<file path="config.mk">
export PLATFORM = sky130hd
export DESIGN_NAME = colour_blob_tracker_flat
export DESIGN_NICKNAME = d
export VERILOG_FILES = /design/src/rtl/cam_pkg.sv /design/src/rtl/colour_blob_tracker_if.sv /design/src/rtl/colour_blob_tracker_match.sv /design/src/rtl/colour_blob_tracker.sv /design/src/flat_wrapper.sv
export SDC_FILE = /design/constraint.sdc
export NUM_CORES = 1
export LEC_CHECK = 0
export BUFFER_PORTS_ARGS = -buffer_cell sky130_fd_sc_hd__buf_2
export CAP_MARGIN = 0
export CORE_ASPECT_RATIO = 1.25
export CORE_UTILIZATION = 50
export DETAILED_ROUTE_END_ITERATION = 10
export PLACE_DENSITY_LB_ADDON = 0.3
export SLEW_MARGIN = 0
export SYNTH_ARGS = -nofsm -noshare
export SYNTH_HDL_FRONTEND = slang
export SYNTH_SLANG_ARGS = --single-unit
</file>
<file path="constraint.sdc">
create_clock -name clk -period 4.75 [get_ports clk]
set_input_delay 0.7125 -clock clk [delete_from_list [all_inputs] [get_ports clk]]
set_output_delay 0.7125 -clock clk [all_outputs]
set_load 0.1 [all_outputs]
</file>
<file path="src/rtl/cam_pkg.sv">
// Shared camera-path types and constants: pixel format, frame geometry,
// blob-tracker state, accumulator and result payloads.
package cam_pkg;

    localparam int unsigned FRAME_W = 320;
    localparam int unsigned FRAME_H = 240;
    localparam int unsigned ADDR_W  = 17;
    localparam int unsigned X_W     = 9;
    localparam int unsigned Y_W     = 8;

    typedef struct packed {
        logic [3:0] r;
        logic [3:0] g;
        logic [3:0] b;
    } rgb444_t;

    typedef enum logic [1:0] {
        IDLE,
        ACTIVE,
        REPORT
    } blob_state_t;

    // Per-frame running statistics
    typedef struct packed {
        logic [X_W-1:0]    x;
        logic [Y_W-1:0]    y;
        logic [ADDR_W-1:0] cnt;
        logic [ADDR_W-1:0] total;
        logic [X_W-1:0]    xmin;
        logic [X_W-1:0]    xmax;
        logic [Y_W-1:0]    ymin;
        logic [Y_W-1:0]    ymax;
    } blob_acc_t;

    // Reported frame result
    typedef struct packed {
        logic              found;
        logic [ADDR_W-1:0] count;
        logic [X_W-1:0]    xmin;
        logic [X_W-1:0]    xmax;
        logic [Y_W-1:0]    ymin;
        logic [Y_W-1:0]    ymax;
        logic              err;
    } blob_result_t;

    // Bounding box starts inverted so the first match sets it
    localparam blob_acc_t ACC_CLR = '{
        x: '0, y: '0, cnt: '0, total: '0,
        xmin: '1, xmax: '0, ymin: '1, ymax: '0
    };

endpackage

</file>
<file path="src/rtl/colour_blob_tracker_if.sv">
// Pixel-write snoop stream in, per-frame blob statistics out.
interface colour_blob_tracker_if;
    import cam_pkg::*;

    logic              vsync;
    logic              we;
    logic [11:0]       pixel;
    logic              blob_valid;
    logic              blob_found;
    logic [ADDR_W-1:0] blob_count;
    logic [X_W-1:0]    x_min;
    logic [X_W-1:0]    x_max;
    logic [Y_W-1:0]    y_min;
    logic [Y_W-1:0]    y_max;
    logic              frame_err;

    modport master (
        output vsync, we, pixel,
        input  blob_valid, blob_found, blob_count,
        input  x_min, x_max, y_min, y_max, frame_err
    );

    modport slave (
        input  vsync, we, pixel,
        output blob_valid, blob_found, blob_count,
        output x_min, x_max, y_min, y_max, frame_err
    );

endinterface

</file>
<file path="src/rtl/colour_blob_tracker_match.sv">
// Combinational red-dominance classifier for one RGB444 pixel; the compare
// is done at 5 bits so the margin add never wraps.
module colour_match
    import cam_pkg::*;
(
    input  rgb444_t    px,
    input  logic [3:0] r_min,
    input  logic [3:0] margin,
    output logic       match_c
);

    logic [4:0] r_ext;
    logic [4:0] g_lim;
    logic [4:0] b_lim;

    always_comb begin
        r_ext   = {1'b0, px.r};
        g_lim   = {1'b0, px.g} + {1'b0, margin};
        b_lim   = {1'b0, px.b} + {1'b0, margin};
        match_c = (px.r >= r_min) && (r_ext >= g_lim) && (r_ext >= b_lim);
    end

endmodule

</file>
<file path="src/rtl/colour_blob_tracker.sv">
// Per-frame colour-blob statistics on the camera pixel-write stream:
// match count, bounding box and pixel-total integrity, reported at vsync rise.
module colour_blob_tracker
    import cam_pkg::*;
#(
    parameter int unsigned WIDTH  = FRAME_W,
    parameter int unsigned HEIGHT = FRAME_H,
    parameter int unsigned R_MIN  = 8,
    parameter int unsigned MARGIN = 3
) (
    input  logic                   clk,
    input  logic                   reset_n,
    colour_blob_tracker_if.slave   bus
);

    localparam logic [ADDR_W-1:0] FRAME_PIX = ADDR_W'(WIDTH * HEIGHT);
    localparam logic [X_W-1:0]    X_LAST    = X_W'(WIDTH - 1);
    localparam logic [Y_W-1:0]    Y_LAST    = Y_W'(HEIGHT - 1);

    blob_state_t  state_q, state_d;
    blob_acc_t    acc_q, acc_d;
    blob_result_t res_q, res_d;
    logic         vsync_q, vsync_d;
    logic         pend_q, pend_d;
    logic         blob_valid_q, blob_valid_d;

    rgb444_t      px_c;
    logic         match_c;
    logic         pix_en_c;
    logic         rise_c;
    logic         in_range_c;

    assign px_c = rgb444_t'(bus.pixel);

    colour_match u_match (
        .px      (px_c),
        .r_min   (4'(R_MIN)),
        .margin  (4'(MARGIN)),
        .match_c (match_c)
    );

    // Next-state, accumulation and result capture
    always_comb begin
        state_d      = state_q;
        acc_d        = acc_q;
        res_d        = res_q;
        vsync_d      = bus.vsync;
        pend_d       = pend_q;
        blob_valid_d = (state_q == REPORT);
        pix_en_c     = bus.we && !bus.vsync;
        rise_c       = bus.vsync && !vsync_q;
        in_range_c   = (acc_q.total < FRAME_PIX);

        if (pix_en_c) begin
            acc_d.total = (acc_q.total == '1) ? acc_q.total : acc_q.total + ADDR_W'(1);
            if (acc_q.x == X_LAST) begin
                acc_d.x = '0;
                if (acc_q.y != Y_LAST) begin
                    acc_d.y = acc_q.y + Y_W'(1);
                end
            end else begin
                acc_d.x = acc_q.x + X_W'(1);
            end
            // Overflow pixels past a full frame only count toward the total
            if (in_range_c && match_c) begin
                acc_d.cnt  = (acc_q.cnt == '1) ? acc_q.cnt : acc_q.cnt + ADDR_W'(1);
                acc_d.xmin = (acc_q.x < acc_q.xmin) ? acc_q.x : acc_q.xmin;
                acc_d.xmax = (acc_q.x > acc_q.xmax) ? acc_q.x : acc_q.xmax;
                acc_d.ymin = (acc_q.y < acc_q.ymin) ? acc_q.y : acc_q.ymin;
                acc_d.ymax = (acc_q.y > acc_q.ymax) ? acc_q.y : acc_q.ymax;
            end
        end

        unique case (state_q)
            IDLE: begin
                acc_d  = ACC_CLR;
                pend_d = 1'b0;
                if (rise_c) begin
                    state_d = ACTIVE;
                end
            end
            ACTIVE: begin
                if (rise_c || pend_q) begin
                    state_d     = REPORT;
                    pend_d      = 1'b0;
                    res_d.found = (acc_d.cnt != '0);
                    res_d.count = acc_d.cnt;
                    res_d.err   = (acc_d.total != FRAME_PIX);
                    if (acc_d.cnt != '0) begin
                        res_d.xmin = acc_d.xmin;
                        res_d.xmax = acc_d.xmax;
                        res_d.ymin = acc_d.ymin;
                        res_d.ymax = acc_d.ymax;
                    end else begin
                        res_d.xmin = '0;
                        res_d.xmax = '0;
                        res_d.ymin = '0;
                        res_d.ymax = '0;
                    end
                    acc_d = ACC_CLR;
                end
            end
            REPORT: begin
                state_d = ACTIVE;
                pend_d  = rise_c;
            end
            default: begin
                state_d = IDLE;
                acc_d   = ACC_CLR;
                pend_d  = 1'b0;
            end
        endcase
    end

    always_ff @(posedge clk or negedge reset_n) begin
        if (!reset_n) begin
            state_q      <= IDLE;
            acc_q        <= ACC_CLR;
            res_q        <= '0;
            vsync_q      <= 1'b0;
            pend_q       <= 1'b0;
            blob_valid_q <= 1'b0;
        end else begin
            state_q      <= state_d;
            acc_q        <= acc_d;
            res_q        <= res_d;
            vsync_q      <= vsync_d;
            pend_q       <= pend_d;
            blob_valid_q <= blob_valid_d;
        end
    end

    assign bus.blob_valid = blob_valid_q;
    assign bus.blob_found = res_q.found;
    assign bus.blob_count = res_q.count;
    assign bus.x_min      = res_q.xmin;
    assign bus.x_max      = res_q.xmax;
    assign bus.y_min      = res_q.ymin;
    assign bus.y_max      = res_q.ymax;
    assign bus.frame_err  = res_q.err;

endmodule
</file>
<file path="src/flat_wrapper.sv">
// flat-port wrapper written by rule: the top's interface ports become plain ports
module colour_blob_tracker_flat import cam_pkg::*;
#(
    parameter int unsigned WIDTH  = FRAME_W,
    parameter int unsigned HEIGHT = FRAME_H,
    parameter int unsigned R_MIN  = 8,
    parameter int unsigned MARGIN = 3
)
  (clk, reset_n, bus_vsync, bus_we, bus_pixel, bus_blob_valid, bus_blob_found, bus_blob_count, bus_x_min, bus_x_max, bus_y_min, bus_y_max, bus_frame_err);
  colour_blob_tracker_if bus_i ();
  input  logic clk;
  input  logic reset_n;
  input wire logic [$bits(bus_i.vsync)-1:0] bus_vsync;
  input wire logic [$bits(bus_i.we)-1:0] bus_we;
  input wire logic [$bits(bus_i.pixel)-1:0] bus_pixel;
  output wire logic [$bits(bus_i.blob_valid)-1:0] bus_blob_valid;
  output wire logic [$bits(bus_i.blob_found)-1:0] bus_blob_found;
  output wire logic [$bits(bus_i.blob_count)-1:0] bus_blob_count;
  output wire logic [$bits(bus_i.x_min)-1:0] bus_x_min;
  output wire logic [$bits(bus_i.x_max)-1:0] bus_x_max;
  output wire logic [$bits(bus_i.y_min)-1:0] bus_y_min;
  output wire logic [$bits(bus_i.y_max)-1:0] bus_y_max;
  output wire logic [$bits(bus_i.frame_err)-1:0] bus_frame_err;
  assign bus_i.vsync = bus_vsync;
  assign bus_i.we = bus_we;
  assign bus_i.pixel = bus_pixel;
  assign bus_blob_valid = bus_i.blob_valid;
  assign bus_blob_found = bus_i.blob_found;
  assign bus_blob_count = bus_i.blob_count;
  assign bus_x_min = bus_i.x_min;
  assign bus_x_max = bus_i.x_max;
  assign bus_y_min = bus_i.y_min;
  assign bus_y_max = bus_i.y_max;
  assign bus_frame_err = bus_i.frame_err;
  colour_blob_tracker #(.WIDTH(WIDTH), .HEIGHT(HEIGHT), .R_MIN(R_MIN), .MARGIN(MARGIN)) u_core (.clk(clk), .reset_n(reset_n), .bus(bus_i));
endmodule
</file>
### Word level (Yosys, flattened, before mapping)

Cells that the tools add are included.

* flip-flop bits (word level): 143
* input bits: 16
* output and inout port bits: 54
* word-level logic and storage cells: 74

* add/subtract/negate cells: 6
* order comparisons: 8
* equality and inequality tests: 9
* muxes and demuxes: 20
* reduce and logical (&&, ||, !) cells: 12

Operators with widths (number)
* $mux W85: 2
* $pmux W85 S2: 1
* $mux W34: 2
* $mux W17: 3
* $add A17 B1 Y17 const B: 2
* $eq A17 B17 Y1 const B: 2
* $mux W8: 4
* $mux W9: 3
* $lt A17 B17 Y1 const B: 1
* $ne A17 B17 Y1 const B: 1
* $reduce_bool A17 Y1: 1
* $add A4 B2 Y5 const B: 2
* $ge A4 B5 Y1: 2
* $add A9 B1 Y9 const B: 1
* $eq A9 B9 Y1 const B: 1
* $gt A9 B9 Y1: 1
* $lt A9 B9 Y1: 1
* $add A8 B1 Y8 const B: 1
* $gt A8 B8 Y1: 1
* $lt A8 B8 Y1: 1
* $ne A8 B8 Y1 const B: 1
* $pmux W2 S3: 1
* $logic_and A1 B1 Y1: 5
* $ge A4 B4 Y1 const B: 1
* 10 further kinds: 14

### Logic depth before layout (Yosys ltp)

* depth after elaboration: 9
* depth in mapped cells: 14
* mapped depth without buffers: 12

### Cells and area by module

From an unflattened synthesis, not the netlist that was laid out.

* cell total of the unflattened synthesis: 811
* area, all modules: 8069.0 sq um

Modules (own cells, without submodules)
* colour_blob_tracker: instances 1, cells each 752, area each 7552.2 sq um, sequential area each 3599.7 sq um
* colour_match: instances 1, cells each 59, area each 516.7 sq um, sequential area each 0.0 sq um

### Worst setup path after synthesis

No wires, ideal clock.

* path type: input to register
* from: input bus_pixel[4]
* to: register u_core.res_q (netlist bit u_core.bus.x_max[0])
* library setup time: 151 ps
* arrival: 3337 ps
* required time: 4599 ps
* slack: 1262 ps
* stages on the path: 14
* path buffers: 2
* path through: inv_1 -> ha_1 -> xor2_1 -> ha_1 -> a211o_1 -> a31oi_1 -> nor3_4 -> and2_0 -> buf_2 -> a211oi_1 -> o2111ai_1 -> nor4_4 -> buf_6 -> a211oi_2

* longest elaborated chain between the ends: 9
* elaborated cells between the ends (all ways): 10

Ends and longest elaborated chain
* from (decl): RTL line flat_wrapper.sv:15 `input wire logic [$bits(bus_i.pixel)-1:0] bus_pixel;`
* $add A4 B2 Y5 *: RTL line colour_blob_tracker_match.sv:18 `g_lim = {1'b0, px.g} + {1'b0, margin};`
* $ge A4 B5 Y1 *: RTL line colour_blob_tracker_match.sv:20 `match_c = (px.r >= r_min) && (r_ext >= g_lim) && (r_ext >= b_lim);`
* $logic_and A1 B1 Y1 * (2 in series): RTL line colour_blob_tracker_match.sv:20
* $logic_and A1 B1 Y1 *: RTL line colour_blob_tracker.sv:65 `if (in_range_c && match_c) begin`
* $mux W17: RTL line colour_blob_tracker.sv:65
* $mux W85 *: RTL line colour_blob_tracker.sv:54 `if (pix_en_c) begin`
* $reduce_bool A17 Y1: RTL line colour_blob_tracker.sv:89 `if (acc_d.cnt != '0) begin`
* $mux W34 *: RTL line colour_blob_tracker.sv:89
* to (signal assigned): RTL line colour_blob_tracker.sv:126 `res_q <= res_d;`
* to (decl): RTL line colour_blob_tracker.sv:22 `blob_result_t res_q, res_d;`

Every way passes the cells marked *; elsewhere a longest branch is shown, timed or not.
A chain may end at the register's enable or synchronous reset.

### Final worst setup path

* from: input bus_pixel[1]
* to: register u_core.res_q (netlist bit u_core.bus.x_min[8])

* longest elaborated chain between the ends: 8
* elaborated cells between the ends (all ways): 9

Ends and longest elaborated chain
* $add A4 B2 Y5 *: RTL line colour_blob_tracker_match.sv:19 `b_lim = {1'b0, px.b} + {1'b0, margin};`
* $ge A4 B5 Y1 *: RTL line colour_blob_tracker_match.sv:20
* $logic_and A1 B1 Y1 *: RTL line colour_blob_tracker_match.sv:20
* $logic_and A1 B1 Y1 *: RTL line colour_blob_tracker.sv:65
* $mux W17: RTL line colour_blob_tracker.sv:65
* $mux W85 *: RTL line colour_blob_tracker.sv:54
* $reduce_bool A17 Y1: RTL line colour_blob_tracker.sv:89
* $mux W34 *: RTL line colour_blob_tracker.sv:89

Marked as above.

==> impl_metrics.py <==
metrics = {
    "run_status": {
        "status": "finished clean",
    },
    "run": {
        "timing.max_cap.violations": 0,
    },
    "sta": {
        "worst-slew-pin-transition_ns": 1.05,
        "fin_crit_sh_pct": 76.7,
        "post-route-min-period_ns": 3.64,
        "tns_ns": 0,
        "finalClockSkew_ns": 0.0125,
        "drv_slew": 0,
        "hold_viol_final": 0,
        "report.final.setup_viol": 0,
        "rsz0062_at_grt": "false",
        "hold_slack_ns": 0.176,
        "max_freq_mhz": 275,
        "slew_headroom_pct": 30.0,
    },
    "worst_setup_path": {
        "worstSetupStartpointType": "input pin",
        "worst-path-stages": 13,
        "crit_arrival_ns": 3.90,
        "worstPathRequired_ns": 5.00,
        "critical_path_class": "in -> reg",
        "timing.critical_path.buf_inv": 2,
        "path_cells": "buf_2 > o21ai_0 > xor2_1 > ha_1 > or3_1 > nand4_1 > nor3_4 > nand3_4 > o31ai_1 > o2111ai_1 > nor4_4 > buf_4 > a211oi_1",
        "ff2ff_path_depth": 10,
        "crit_path_max_incr_delay_ns": 0.51,
        "end_kind": "register",
        "path_max_fanout": 35,
        "cp_slowest_cell": "buf_4",
        "critPathTopFamily": "simple AND/OR/NAND/NOR gates",
    },
    "cells_and_area": {
        "area_delta_synth_final_pct": 14.2,
        "layout-drive-gt1-share_pct": 20.6,
        "utilization_pct": 58.5,
        "final_nets": 923,
        "antennaDiodeCount": 0,
        "nFillCells": 1415,
    },
    "routing": {
        "drc": 0,
        "wl_met1_um": 7710,
        "detail_route.wl_per_cell_um": 15.3,
        "routed_wl_um": 16600,
        "wl_met2_um": 7930,
        "maxUsedRoutingLayer": "met4",
        "drtIter0Drc": 278,
        "wl_met3_um": 574,
        "firstDrtPassIters": 4,
        "viasPerCell": 5.49,
        "ant_nets": 0,
        "vias": 5941,
    },
    "synthesis": {
        "yosysSeqAreaShare_pct": 45.2,
        "yosys_warnings": 0,
        "synth-seq-cells": 143,
        "synth-edff-count": 0,
        "syn_area_per_cell_sq_um": 10.0,
        "synthArstFlopShare_pct": 100,
        "synth_cell_types": 71,
        "syn_area_sq_um": 7970,
        "synth_ff_type": "dfrtp_1",
        "syn_nets": 860,
        "synth_cells": 794,
    },
    "global_routing": {
        "grt_start_max_net_pins": 68,
        "antenna_found_initial": 0,
        "grt_pass1_vias": 5873,
        "grt-ovfl-total": 0,
        "grt_pass1_wl_um": 28500,
        "grt.total_usage_pct": 22.1,
    },
    "floorplan": {
        "die_area_sq_um": 16500,
        "start_util_pct": 51.2,
        "die_x_um": 115,
        "io-pin-count": 70,
        "core_sq_um": 15600,
        "die_h_um": 143,
        "fp-row-count": 51,
    },
    "power_and_ir_drop": {
        "irDropWorstVdd_uv": 594,
        "p_leak_nw": 4.15,
        "power_density_nw_per_um2": 556,
    },
    "clock_tree": {
        "cts_root_buf": "clkbuf_16",
        "cts_buffer_depth": 2,
        "cts_sinks": 143,
        "htreeDepth": 4,
        "cts_tree": "done",
        "post_cts_resized": 0,
        "postCtsHoldBufs": 0,
        "clk-insertion-delay-late_ns": 0.42,
        "postCtsSetupBuffers": 0,
        "cts.clk_slew.worst_paths_ns": 0.06,
        "numCtsBuffers": 17,
    },
    "placement": {
        "place_congestion": 0.817,
        "hpwl_um": 11400,
        "io_buffer_count": 69,
    },
    "min_path": {
        "holdCritPathClass": "in -> async",
    },
}
==> power by group <==
part | leakage (nW) | internal, mW | switching, mW
sequential | 1.88 | 1.49 | 0.121
clock | 0.293 | 0.857 | 0.526
combinational | 1.99 | 0.389 | 1.68
==> stage by stage <==
| stage | cells | setup slack (ns) | area [sq um] | total power, mW |
|---|---|---|---|---|
| 6_report | 1082 | 1.11 | 9100 | 5.06 |
| 5_1_grt | 1082 | 0.743 | 9100 | 5.29 |
| 4_1_cts | 1082 | 1.12 | 9100 | 5.11 |
| 3_5_place_dp | 1050 | 0.692 | 8490 | 3.70 |
| 3_3_place_gp | 1050 | 0.792 | 8490 | 3.67 |
| 2_1_floorplan | 794 | 1.26 | 7970 | 3.33 |
==> synth_stat cells (5+ instances only) <==
| master | instances | share of area, % |
|---|---|---|
| a21oi_1 | 22 | 1.4 |
| o21ai_0 | 47 | 3.0 |
| inv_1 | 44 | 2.1 |
| or3_1 | 5 | 0.39 |
| nor3_1 | 10 | 0.63 |
| and2_1 | 8 | 0.63 |
| nand4_1 | 9 | 0.71 |
| xnor2_1 | 23 | 2.5 |
| nand3_1 | 17 | 1.1 |
| mux2i_1 | 30 | 3.8 |
| and3_1 | 10 | 0.78 |
| a211oi_2 | 29 | 4.6 |
| a211oi_1 | 8 | 0.75 |
| nand2b_1 | 6 | 0.47 |
| dfrtp_1 | 126 | 40 |
| clkbuf_1 | 23 | 1.1 |
| o21a_1 | 9 | 0.85 |
| a21o_1 | 7 | 0.66 |
| a31oi_1 | 6 | 0.47 |
| dfstp_2 | 17 | 5.6 |
| nand2_1 | 51 | 2.4 |
| nor2b_1 | 7 | 0.55 |
| o31ai_1 | 5 | 0.47 |
| nor2_1 | 122 | 5.7 |
| ha_1 | 50 | 7.8 |
| xor2_1 | 23 | 2.5 |
| and4_1 | 7 | 0.77 |
==> routing by layer <==
metal,up-vias,global-route usage [%]
li1,2918,-
met3,27,3.82
met1,2867,28.8
met2,129,36.3
met4,0,9.16
met5,-,0
==> worst paths after layout <==
kind	from	slack, ns	end
min	reset_n	0.18	u_core.bus.blob_count[9]
max	bus_pixel[1]	1.11	u_core.bus.x_min[8]
max in group asynchronous	reset_n	3.55	u_core.bus.x_min[1]
max reg2reg	u_core.acc_q[51]	1.41	u_core.bus.x_min[8]
min reg2reg	u_core.bus.blob_count[14]	0.47	u_core.bus.blob_count[14]
min in group clk	u_core.bus.blob_count[14]	0.47	u_core.bus.blob_count[14]
==> worst register-to-register path, cell delays in order, from the launching register on <==
cell and delay [ns]:
dfrtp_1 0.49, ha_1 0.31, nand4_2 0.20, nor4_4 0.41
nand3_2 0.21, nand3_4 0.21, nor4b_2 0.25, o211ai_1 0.15
nor4_4 0.31, buf_4 0.51, a211oi_1 0.13
==> final cells by class <==
class / count / area, sq um / share of cell area [%]
multi-input cells: 574 / 4050 / 44.5
flip-flops and latches: 143 / 3600 / 39.5
clock buffers: 20 / 457 / 5.02
repair buffers: 77 / 412 / 4.52
well taps: 212 / 265 / 2.91
inverters: 44 / 165 / 1.81
clock inverters: 12 / 158 / 1.73
==> state kept, by name, summed over array words and instances, names as in the netlist, 2 cells and up <==
name                   cells
u_core.acc_q              85
u_core.bus.blob_count     17
u_core.bus.x_max           9
u_core.bus.x_min           9
u_core.bus.y_max           8
u_core.bus.y_min           8
u_core.state_q             2
==> logic make-up (layout without fill, tap and decap cells) <==
family	count (synthesis)	count (layout)	synth area share [%]
buffers and inverters	77	153	4.13
adder cells (fa/ha/maj)	50	50	7.85
multiplexers	30	30	3.77
flip-flops	143	143	45.2
AND/OR/NAND/NOR	288	288	18.7
AO/OA/AOI/OAI	160	160	15.4
XOR/XNOR	46	46	5.05
==> cell usage in the layout (no fill, tap or decap), types with 23 or more instances in the layout <==
| cell type | instances |
|---|---|
| o21ai_0 | 47 |
| xnor2_1 | 23 |
| mux2i_1 | 30 |
| dfrtp_1 | 126 |
| a211oi_2 | 29 |
| nor2_1 | 122 |
| nand2_1 | 50 |
| buf_2 | 68 |
| ha_1 | 50 |
| xor2_1 | 23 |
| inv_1 | 44 |
Power figures use the tool's default switching activity.
